File: config.mk
export PLATFORM = sky130hd
export DESIGN_NAME = pipeline_ctrl
export DESIGN_NICKNAME = d
export VERILOG_FILES = /design/src/rtl/pipeline_ctrl.sv
export SDC_FILE = /design/constraint.sdc
export NUM_CORES = 1
export LEC_CHECK = 0
export BUFFER_PORTS_ARGS = -buffer_cell sky130_fd_sc_hd__buf_2
export CAP_MARGIN = 30
export CORE_MARGIN = 10
export CORE_UTILIZATION = 25
export CTS_CLUSTER_DIAMETER = 200
export DETAILED_ROUTE_END_ITERATION = 8
export PLACE_DENSITY_LB_ADDON = 0.3
export SLEW_MARGIN = 20
export SYNTH_ARGS = -nofsm -noshare
export SYNTH_HDL_FRONTEND = slang
export SYNTH_SLANG_ARGS = --single-unit
File: constraint.sdc
create_clock -name clk -period 2.7 [get_ports clk]
set_input_delay 0.135 -clock clk [delete_from_list [all_inputs] [get_ports clk]]
set_output_delay 0.135 -clock clk [all_outputs]
set_load 0.05 [all_outputs]
File: src/rtl/pipeline_ctrl.sv
// Y86-64 pipeline hazard controller: stage stall/bubble, CC enable,
// run-status FSM and RUN-time perf counters.
module pipeline_ctrl #(
    parameter int RET_BUBBLES = 3,
    parameter int CNT_W       = 32
) (
    input  logic             clk,
    input  logic             rst_n,
    input  logic             start,
    input  logic [3:0]       d_icode,
    input  logic [3:0]       d_srcA,
    input  logic [3:0]       d_srcB,
    input  logic [3:0]       e_icode,
    input  logic [3:0]       e_dstM,
    input  logic             e_cnd,
    input  logic [2:0]       m_stat,
    input  logic [2:0]       w_stat,
    output logic             f_stall,
    output logic             d_stall,
    output logic             d_bubble,
    output logic             e_bubble,
    output logic             m_bubble,
    output logic             w_stall,
    output logic             set_cc,
    output logic [1:0]       run_state,
    output logic             halt,
    output logic [CNT_W-1:0] cycle_cnt,
    output logic [CNT_W-1:0] stall_cnt
);

    localparam logic [1:0] S_IDLE  = 2'd0;
    localparam logic [1:0] S_RUN   = 2'd1;
    localparam logic [1:0] S_HALT  = 2'd2;
    localparam logic [1:0] S_FAULT = 2'd3;

    localparam logic [3:0] I_MRMOVQ = 4'h5;
    localparam logic [3:0] I_OPQ    = 4'h6;
    localparam logic [3:0] I_JXX    = 4'h7;
    localparam logic [3:0] I_RET    = 4'h9;
    localparam logic [3:0] I_POPQ   = 4'hB;
    localparam logic [3:0] R_NONE   = 4'hF;

    localparam logic [2:0] ST_AOK = 3'd1;
    localparam logic [2:0] ST_HLT = 3'd2;
    localparam logic [2:0] ST_ADR = 3'd3;
    localparam logic [2:0] ST_INS = 3'd4;

    localparam int RC_W = $clog2(RET_BUBBLES + 1);
    localparam logic [RC_W-1:0] RET_LOAD = RC_W'(RET_BUBBLES - 1);

    logic [1:0]      state;
    logic [1:0]      state_nx;
    logic [RC_W-1:0] ret_cnt;

    logic load_use;
    logic mispred;
    logic ret_new;
    logic ret_busy;
    logic stat_ok;

    assign run_state = state;

    always_comb begin
        load_use = ((e_icode == I_MRMOVQ) || (e_icode == I_POPQ)) &&
                   (e_dstM != R_NONE) &&
                   ((e_dstM == d_srcA) || (e_dstM == d_srcB));
        mispred  = (e_icode == I_JXX) && !e_cnd;
        ret_new  = (d_icode == I_RET) && !load_use && !mispred;
        ret_busy = ret_new || (ret_cnt != '0);
        stat_ok  = (m_stat == ST_AOK) && (w_stat == ST_AOK);
    end

    always_ff @(posedge clk or negedge rst_n) begin
        if (!rst_n) begin
            state <= S_IDLE;
        end else begin
            state <= state_nx;
        end
    end

    always_comb begin
        state_nx = state;
        unique case (state)
            S_IDLE: begin
                if (start) state_nx = S_RUN;
            end
            S_RUN: begin
                if (w_stat == ST_HLT) begin
                    state_nx = S_HALT;
                end else if ((w_stat == ST_ADR) || (w_stat == ST_INS)) begin
                    state_nx = S_FAULT;
                end
            end
            default: state_nx = state;
        endcase
    end

    // Outside RUN the pipe is frozen: F/D/W held, nothing injected.
    always_comb begin
        f_stall  = 1'b1;
        d_stall  = 1'b1;
        d_bubble = 1'b0;
        e_bubble = 1'b0;
        m_bubble = 1'b0;
        w_stall  = 1'b1;
        set_cc   = 1'b0;
        halt     = (state == S_HALT) || (state == S_FAULT);
        unique case (state)
            S_RUN: begin
                f_stall  = load_use || ret_busy;
                d_stall  = load_use;
                d_bubble = mispred || (ret_busy && !load_use);
                e_bubble = mispred || load_use;
                m_bubble = !stat_ok;
                w_stall  = (w_stat != ST_AOK);
                set_cc   = (e_icode == I_OPQ) && stat_ok;
            end
            default: ;
        endcase
    end

    // A squashed wrong-path ret must not leave a pending bubble count.
    always_ff @(posedge clk or negedge rst_n) begin
        if (!rst_n) begin
            ret_cnt <= '0;
        end else if (state == S_RUN) begin
            if (mispred) begin
                ret_cnt <= '0;
            end else if (ret_new) begin
                ret_cnt <= RET_LOAD;
            end else if (ret_cnt != '0) begin
                ret_cnt <= ret_cnt - RC_W'(1);
            end
        end
    end

    always_ff @(posedge clk or negedge rst_n) begin
        if (!rst_n) begin
            cycle_cnt <= '0;
            stall_cnt <= '0;
        end else if (state == S_RUN) begin
            cycle_cnt <= cycle_cnt + CNT_W'(1);
            if (f_stall) stall_cnt <= stall_cnt + CNT_W'(1);
        end
    end

endmodule

==> results.toml <==
[timing]
rsz0062_at_grt = "false"
finalCritPeriodShare_pct = 77.7
fin_setup_tns_ns = 0
hold_violations = 0
min_period_ns = 2.10
worst_slew_pin_slew_ns = 0.821
finalSetupViolCount = 0
relSlewSlack_pct = 45.3
drv_slew = 0
clock.fmax_ghz = 0.477
finalClockSkew_ns = 0.00467

[routing]
vias_per_cell = 4.44
wl_per_cell_um = 14.7
vias = 2714
wl_um = 8990
drc_errors = 0
drt_pass1_iterations = 4
drt_iter0_drc = 78
ant_nets = 0

[die]
initial_utilization_pct = 25.7
io_pins = 104
die_w_um = 137
core_area_mm2 = 0.0133
num_rows = 42
die_area_mm2 = 0.0188
die_h_um = 137

[global_route]
grt_start_max_net_pins = 36
antenna_found_initial = 0
track_usage_pct = 9.89
grt_pass1_vias = 2791
grt_pass1_wl_um = 14600
grt_overflow = 0

[layout]
n_antenna_cell = 0
drive_gt1_share_pct = 32.9
syn2layout_area_growth_pct = 30.6
finalNetCount = 463
fin_area_mm2 = 0.00447

[clock_tree]
cts_buffer_depth = 2
htreeDepth = 3
path_clk_slew_ns = 0.06
cts_buffers = 9
post_cts_buffers = 0
postCtsResizedCells = 0
clock_latency_ns = 0.34
cts_tree = "done"
numClockSinks = 68
root_buffer = "clkbuf_16"

[synthesis]
yosysUniqueCellTypes = 46
synthSimpleGateAreaFrac_pct = 24.1
syn-instance-count = 316
synth_top_family_by_area = "simple AND/OR/NAND/NOR gates"
synthAdderAreaFrac_pct = 1.10
ys_async_sr_fraction_pct = 100
yosysMostFrequentCell = "dfrtp_1"
synth_nets = 349
ys.warnings.count = 0
synth_compound_area_share_pct = 4.10
synth_edf_count = 0
ys_ff_latch = 68
seq_area_frac_synth_pct = 49.8
synth_ff_type = "dfrtp_1"
synthMuxAreaShare_pct = 0.659
yosys.area_share.xor_xnor_pct = 17.9
ys_top_cells_by_count = "68 x dfrtp_1, 39 x xnor2_1, 31 x nand2_1, 31 x xor2_1, 20 x nand3_1"
synth.avg_cell_area_um2 = 10.8
synth_top_cell_by_area = "dfrtp_1"
netlist_area_mm2 = 0.00342
yosysTopAreaCellShare_pct = 49.8
ys_top_cells_by_area = "dfrtp_1 50%, xnor2_1 10%, xor2_1 7.9%, nand2_1 3.4%, nand3_1 2.9%"

[place]
post-dp-hpwl_um = 6850
finalWeightedCongestion = 0.774
numPortBuffers = 103
place_area_mm2 = 0.00417

[worst_setup_path]
crit_required_ns = 2.90
critPathArrivalTime_ns = 2.30
crit_type = "register to register"
worst-path-max-fanout = 22
startpoint_type = "register"
end_kind = "register"

[run]
cap_violations = 0

[power]
p_int_w = 0.00191
p_per_area_mw_per_mm2 = 619
netSwitchingFraction_pct = 30.7
seqPwrFrac_pct = 42.3
clkPwrFrac_pct = 40.9
p_leak_nw = 2.22
combPwrFrac_pct = 16.8
ir_drop_uv = 522
switchingPower_w = 0.000849

[worst_hold_path]
min_path_type = "input pin to register"

[outcome]
status = "complete, no violations"
[repair_timing]
item,CTS,global route
hold endpoints to repair,33,0
setup endpoints to repair,0,0
hold buffers,1,0
[metrics by stage]
stage | hold WS, ns | cells | util [%] | setup WS [ns] | power (W)
global placement | 0.288 | 594 | 31.3 | 0.580 | 0.00165
finish | 0.0233 | 611 | 33.6 | 0.603 | 0.00276
floorplan | -0.161 | 316 | - | 0.0135 | 0.00150
global route | 0.0403 | 611 | 33.6 | 0.363 | 0.00291
CTS | 0.00958 | 611 | 33.6 | 0.577 | 0.00281
detailed placement | 0.291 | 594 | 31.3 | 0.533 | 0.00166
[cell type report]
type	count	area [µm²]
Clock buffer	12	267
Multi-Input combinational cell	231	1640
Clock inverter	4	22.5
Sequential cell	68	1700
Tap cell	176	220
Timing Repair Buffer	109	576
Fill cell	1387	8830
Inverter	11	41.3
[sequential cells by signal, indices dropped and copies added, names as in the netlist]
register,count
stall_cnt,32
run_state,2
cycle_cnt,32
ret_cnt,2
[placed cells by master (no fill, tap or decap), types with 4 or more instances in the layout]
master | netlist | final
buf_2 | 0 | 103
dfrtp_1 | 68 | 68
xnor2_1 | 39 | 39
nand2_1 | 31 | 31
xor2_1 | 31 | 31
nand3_1 | 20 | 20
nor3_1 | 19 | 19
nor2_1 | 16 | 16
nand4_1 | 12 | 12
inv_1 | 11 | 11
clkbuf_16 | 0 | 9
nor4_1 | 5 | 5
and3_1 | 5 | 5
nor3b_1 | 4 | 4
nand2b_1 | 4 | 4
buf_4 | 2 | 4
[routing by layer]
layer	share of wire, %	track usage [%]	wire length, µm
met4	1.3	3.34	115
met2	46	15.1	4150
met3	8.0	5.13	718
met1	45	11.7	4010
met5	0	0	0
[logic make-up (layout without fill, tap and decap cells)]
| group | count (synthesis) | count (layout) |
|---|---|---|
| XOR/XNOR | 70 | 70 |
| flip-flops | 68 | 68 |
| AO/OA/AOI/OAI | 17 | 17 |
| multiplexers | 2 | 2 |
| adder cells (fa/ha/maj) | 3 | 3 |
| AND/OR/NAND/NOR | 139 | 139 |
| buffers and inverters | 17 | 136 |
[path summary, 6_finish.rpt]
path / from / end / slack (ns) / cells past startpoint
hold reg to reg: cycle_cnt[31] / cycle_cnt[31] / 0.47 / 1
hold / removal: start / run_state[0] / 0.02 / 2
setup reg to reg: ret_cnt[0] / stall_cnt[21] / 0.60 / 6
min in group asynchronous: rst_n / cycle_cnt[19] / 0.44 / 2
setup / recovery: ret_cnt[0] / stall_cnt[21] / 0.60 / 6
max in group asynchronous: rst_n / run_state[1] / 1.60 / 3
[power by group through the flow]
| stage | Sequential (W) | Clock, W | Combinational [W] |
|---|---|---|---|
| global route | 0.00119 | 0.00122 | 0.000507 |
| finish | 0.00117 | 0.00113 | 0.000464 |
| CTS | 0.00117 | 0.00117 | 0.000472 |
| floorplan | 0.00137 | 0 | 0.000130 |
| detailed placement | 0.00119 | 0 | 0.000470 |
| global placement | 0.00118 | 0 | 0.000463 |
[worst max-delay path, cell delays in order, from the launching register on]
cell and delay, ns:
dfrtp_1 0.38, inv_1 0.09, ha_1 0.22, o21ai_1 0.21
o2111ai_4 0.68, nor3_1 0.18, xor2_1 0.19
(Power assumes the default switching activity.)
